### config.mk
export PLATFORM = sky130hd
export DESIGN_NAME = uart_rx
export DESIGN_NICKNAME = d
export VERILOG_FILES = /design/src/rtl/uart_rx.sv
export SDC_FILE = /design/constraint.sdc
export NUM_CORES = 1
export LEC_CHECK = 0
export ABC_AREA = 1
export CAP_MARGIN = 20
export CORE_UTILIZATION = 40
export DETAILED_ROUTE_END_ITERATION = 12
export GPL_ROUTABILITY_DRIVEN = 0
export PLACE_DENSITY = 0.65
export SLEW_MARGIN = 20
export SYNTH_ARGS = -nofsm -noshare
export SYNTH_HDL_FRONTEND = slang
export SYNTH_SLANG_ARGS = --single-unit
export TNS_END_PERCENT = 10
### constraint.sdc
create_clock -name PCLK -period 2.3 [get_ports PCLK]
set_clock_uncertainty 0.2 [all_clocks]
set_input_delay 0.46 -clock PCLK [delete_from_list [all_inputs] [get_ports PCLK]]
set_output_delay 0.46 -clock PCLK [all_outputs]
set_load 0.005 [all_outputs]
### src/rtl/uart_rx.sv
// UART receiver: 1 start, 8 data bits LSB first, even parity, 1 stop.
// Bit period is WORK_FR+1 PCLK cycles; rx line sampled at mid-bit.
module uart_rx #(
  parameter int WIDTH = 12
) (
  input  logic             PCLK,
  input  logic             RESET,
  input  logic             RX_I,
  input  logic [WIDTH-1:0] WORK_FR,
  output logic [7:0]       DATA_RX_O,
  output logic             READY_RX,
  output logic             PARITY_ERR,
  output logic             FRAME_ERR,
  output logic             BUSY
);

  typedef enum logic [2:0] {
    IDLE   = 3'd0,
    START  = 3'd1,
    DATA   = 3'd2,
    PARITY = 3'd3,
    STOP   = 3'd4
  } state_t;

  function automatic logic even_parity(input logic [7:0] d);
    return ^d;
  endfunction

  state_t           state_r, state_nx;
  logic [WIDTH-1:0] cnt_r, cnt_nx, cnt_inc_s, half_s;
  logic [2:0]       idx_r, idx_nx;
  logic [7:0]       shift_r, shift_nx;
  logic             par_r, par_nx;
  logic [7:0]       data_r, data_nx;
  logic             ready_r, ready_nx;
  logic             perr_r, perr_nx;
  logic             ferr_r, ferr_nx;
  logic             busy_r;
  logic             rx_meta_r, rx_sync_r, rx_s;
  logic             at_half_s, at_end_s;

  assign rx_s      = rx_sync_r;
  assign half_s    = WORK_FR >> 1;
  assign at_half_s = (cnt_r == half_s);
  assign at_end_s  = (cnt_r == WORK_FR);
  assign cnt_inc_s = at_end_s ? {WIDTH{1'b0}} : (cnt_r + WIDTH'(1));

  // Next-state and datapath decisions; all sampling uses the synchronized line
  always_comb begin
    state_nx = state_r;
    cnt_nx   = cnt_r;
    idx_nx   = idx_r;
    shift_nx = shift_r;
    par_nx   = par_r;
    data_nx  = data_r;
    ready_nx = 1'b0;
    perr_nx  = perr_r;
    ferr_nx  = ferr_r;
    case (state_r)
      IDLE: begin
        cnt_nx = {WIDTH{1'b0}};
        if (!rx_s) begin
          state_nx = START;
          idx_nx   = 3'd0;
        end else begin
          state_nx = IDLE;
        end
      end
      START: begin
        cnt_nx = cnt_inc_s;
        if (at_half_s && rx_s) begin
          state_nx = IDLE;
          cnt_nx   = {WIDTH{1'b0}};
        end else if (at_end_s) begin
          state_nx = DATA;
        end else begin
          state_nx = START;
        end
      end
      DATA: begin
        cnt_nx = cnt_inc_s;
        if (at_half_s) begin
          shift_nx = {rx_s, shift_r[7:1]};
        end else begin
          shift_nx = shift_r;
        end
        if (at_end_s) begin
          if (idx_r == 3'd7) begin
            state_nx = PARITY;
          end else begin
            idx_nx = idx_r + 3'd1;
          end
        end else begin
          state_nx = DATA;
        end
      end
      PARITY: begin
        cnt_nx = cnt_inc_s;
        if (at_half_s) begin
          par_nx = rx_s;
        end else begin
          par_nx = par_r;
        end
        if (at_end_s) begin
          state_nx = STOP;
        end else begin
          state_nx = PARITY;
        end
      end
      STOP: begin
        cnt_nx = cnt_inc_s;
        // Leave at mid-stop so a back-to-back start edge is not missed
        if (at_half_s) begin
          data_nx  = shift_r;
          perr_nx  = par_r ^ even_parity(shift_r);
          ferr_nx  = ~rx_s;
          ready_nx = 1'b1;
          state_nx = IDLE;
          cnt_nx   = {WIDTH{1'b0}};
        end else begin
          state_nx = STOP;
        end
      end
      default: begin
        state_nx = IDLE;
        cnt_nx   = {WIDTH{1'b0}};
      end
    endcase
  end

  // Synchronizer, FSM state and registered outputs
  always_ff @(posedge PCLK or negedge RESET) begin
    if (!RESET) begin
      rx_meta_r <= 1'b1;
      rx_sync_r <= 1'b1;
      state_r   <= IDLE;
      cnt_r     <= {WIDTH{1'b0}};
      idx_r     <= 3'd0;
      shift_r   <= 8'h00;
      par_r     <= 1'b0;
      data_r    <= 8'h00;
      ready_r   <= 1'b0;
      perr_r    <= 1'b0;
      ferr_r    <= 1'b0;
      busy_r    <= 1'b0;
    end else begin
      rx_meta_r <= RX_I;
      rx_sync_r <= rx_meta_r;
      state_r   <= state_nx;
      cnt_r     <= cnt_nx;
      idx_r     <= idx_nx;
      shift_r   <= shift_nx;
      par_r     <= par_nx;
      data_r    <= data_nx;
      ready_r   <= ready_nx;
      perr_r    <= perr_nx;
      ferr_r    <= ferr_nx;
      busy_r    <= (state_nx != IDLE);
    end
  end

  assign DATA_RX_O  = data_r;
  assign READY_RX   = ready_r;
  assign PARITY_ERR = perr_r;
  assign FRAME_ERR  = ferr_r;
  assign BUSY       = busy_r;

endmodule

==> metrics.cfg, run 1 <==
[cells_and_area]
multi_input_combinational_cell_area_mm2 = 0.00108
final.fill_count = 543
mostFrequentLayoutCells = 113 x sky130_fd_sc_hd__nand2_1, 39 x sky130_fd_sc_hd__dfrtp_1, 30 x sky130_fd_sc_hd__inv_1
layout.cells.most_common = sky130_fd_sc_hd__nand2_1
syn_to_final_growth_pct = 21.5
insertedDiodeCount = 0
drive_gt1_share_pct = 16.2
design.final.nets = 363
layout.area.seq_mm2 = 0.00103

[setup_path]
worstRegToRegCells = 9
worst_ep_required_time_ps = 2340
worst-r2r-setup-slack_ps = 270
end_kind = register
critPathArrivalTime_ps = 2120
worst_setup_path_endpoint = PARITY_ERR
timing.setup.critical_path_class = input port to register
critPathLaunchType = input port
crit_top_cell = sky130_fd_sc_hd__nand2_1
timing.rr.start = cnt_r[0]
crit_fanout = 15
cpPeakStageDelay_ps = 500
slowest_stage = sky130_fd_sc_hd__clkdlybuf4s50_1
reg2reg_to = cnt_r[10]
worstSetupStartpoint = WORK_FR[4]
crit_chain = clkdlybuf4s50_1 > inv_1 > nand2_1 > nand2_1 > nor2_1 > nand2_1 > nor2_2 > nand2_2 > inv_2 > nand2_2 > inv_2 > nand3_1 > nand2_1

[floorplan]
core_mm2 = 0.00554
floorplan.rows = 27
die-height_um = 78.1
start_util_pct = 41.8
die-area_mm2 = 0.00610
floorplan.io_pins = 27
chipWidth_um = 78.1

[drt]
drt-total-wl_um = 4460
drt_drc_violations_left = 0
drtIter0Drc = 114
number_of_antenna_violating_nets_in_the_routed_design = 0
drt_pass1_iterations = 4
routed_via_density = 4.60
via_count = 1921
post_drt_wl_per_cell_um = 10.7

[power_and_ir_drop]
power.total_uw = 2100
power.density_mw_per_mm2 = 745
worst_ir_drop_vdd_v = 0.000388
power.static_leakage_uw = 0.00139

[grt]
first_global_vias = 1877
grt_antenna_before_repair = 0
grt_pass1_wl_um = 8140
gr-total-overflow = 0
grt_start_max_net_pins = 42
grt.total_usage_pct = 17.1

[timing]
slew_headroom_pct = 66.1
finalHoldWorstSlack_ps = -0.134
timing_hold_violations_final = 1
final-setup-viol-count = 0
min_period_over_period_pct = 90.2
fmax_mhz = 482
tns_ps = 0
tightestPinTransition_ps = 508
setup_repair_after_global_routing_missed_its_margin = false
finalMaxSlewViolations = 0
post-route-min-period_ps = 2080

[cts]
post_cts_hold_buffer_count = 0
cts-htree-levels = 2
cts_tree = done
clkSinkCount = 41
cts_setup_buffers = 0
clock_root_buffer = sky130_fd_sc_hd__clkbuf_8
clk-insertion-delay-late_ps = 290
cts-root-to-sink-buffers = 2
post_cts_resize_count = 0
cts_buffers = 5
worst_setup_hold_path_clk_slew_ps = 80

[hold_path]
hold_path_class = input port to asynchronous set/reset pin

[yosys]
synth_area_leader_cell = sky130_fd_sc_hd__dfrtp_1
synth_nets = 326
seq_area_frac_synth_pct = 44.4
syn-instance-count = 308
synth.cell_area_mm2 = 0.00232
synthDominantCellAreaShare_pct = 42.1
ys.warnings.count = 0
yosys_register_bits = 41
syn-mean-instance-area_um2 = 7.52
synth_area_leaders = sky130_fd_sc_hd__dfrtp_1 42%, sky130_fd_sc_hd__nand2_1 18%, sky130_fd_sc_hd__inv_1 4.9%
synth_cell_types = 28

[status]
failed_checks = negative hold slack
run_status = complete, but fails checks

[placement]
port_buffers = 26
dp_hpwl_um = 3450

[run]
drv.max_cap_violation_count = 0

## worst min path at each step
stage | slack [ps] | to | depth (start not counted) | startpoint
3_3_place_gp | 150 | rx_s | 0 | rx_meta_r
2_1_floorplan | -40 | BUSY | 0 | RESET
4_1_cts | 30 | cnt_r[10] | 2 | RESET
5_1_grt | 60 | cnt_r[10] | 2 | RESET
6_report | -0.1 | cnt_r[10] | 2 | RESET
3_5_place_dp | 150 | rx_s | 0 | rx_meta_r
## logic make-up (layout without fill, tap and decap cells)
logic type / count (synthesis) / after routing / synth area share, %
flops: 41 / 41 / 44.4
fa+ha+maj: 3 / 3 / 1.62
xor+xnor: 20 / 20 / 7.56
compound gates: 18 / 18 / 4.64
simple gates: 178 / 178 / 33.0
buf+inv: 48 / 86 / 8.80
## layer usage
layer,share of wire (%),GRT usage (%)
met1,49,21.7
met2,47,28.9
met3,2.8,3.49
met4,1.6,5.56
met5,0,0
## metrics by stage
step | setup slack, ps | instances | util (%) | cell area, um2
after floorplan | 576 | 308 | - | 2320
after global placement | -92.0 | 410 | 48.7 | 2700
after detailed placement | -103 | 410 | 48.7 | 2700
after CTS | 204 | 418 | 50.8 | 2820
after global routing | 33.9 | 418 | 50.8 | 2820
final | 225 | 418 | 50.8 | 2820
## registers in the layout, indices dropped and copies added (netlist names)
signal and count:
cnt_r 12, DATA_RX_O 8, shift_r 8, idx_r 3, state_r 3, BUSY 1, FRAME_ERR 1, PARITY_ERR 1
READY_RX 1, par_r 1, rx_meta_r 1, rx_s 1
## power breakdown
group          total, uW  leakage, uW  internal, uW  switching [uW]
registers            900     0.000536           795             105
clock network        586    0.0000543           325             261
logic                612     0.000804           256             356
## synth_stat cells
master and number:
sky130_fd_sc_hd__nor2_2 12, sky130_fd_sc_hd__inv_1 30, sky130_fd_sc_hd__nand3_1 14, sky130_fd_sc_hd__nor3_2 1, sky130_fd_sc_hd__xor2_1 8, sky130_fd_sc_hd__buf_2 1, sky130_fd_sc_hd__nor3_1 4, sky130_fd_sc_hd__inv_2 12
sky130_fd_sc_hd__xnor2_1 12, sky130_fd_sc_hd__nand4_1 1, sky130_fd_sc_hd__buf_4 2, sky130_fd_sc_hd__clkinv_1 1, sky130_fd_sc_hd__dfrtp_1 39, sky130_fd_sc_hd__o21ai_0 6, sky130_fd_sc_hd__or2_2 1, sky130_fd_sc_hd__nor2_1 24
sky130_fd_sc_hd__nand3b_1 2, sky130_fd_sc_hd__o21ai_2 4, sky130_fd_sc_hd__o21ai_1 5, sky130_fd_sc_hd__nor4_2 1, sky130_fd_sc_hd__o21a_1 1, sky130_fd_sc_hd__a21oi_1 2, sky130_fd_sc_hd__nand3_2 1, sky130_fd_sc_hd__dfstp_2 2
sky130_fd_sc_hd__nand2_2 4, sky130_fd_sc_hd__buf_6 2, sky130_fd_sc_hd__nand2_1 113, sky130_fd_sc_hd__ha_1 3
## cell type report
| cell class | instances | share of cell area (%) |
|---|---|---|
| Tap cell | 72 | 3.20 |
| Timing Repair Buffer | 35 | 11.9 |
| Sequential cell | 41 | 36.5 |
| Clock buffer | 5 | 2.44 |
| Clock inverter | 3 | 1.64 |
| Inverter | 43 | 5.73 |
| Multi-Input combinational cell | 219 | 38.5 |
## worst max-delay path, delay by kind of cell
family / cells / cell delay (ps)
simple gates: 9 / 850
buf+inv: 4 / 810
No activity file was read; power rests on OpenSTA's default activity.
==> run 2, diff against run 1 <==
- CTS_CLUSTER_DIAMETER: unset -> 100
==> results of run 2 <==
Final layout, timing and power as in run 1 (identical DEF).
==> run 3, diff against run 2 <==
- CTS_CLUSTER_SIZE: unset -> 40
==> results of run 3 <==
Final layout, timing and power as in run 1 (identical DEF).
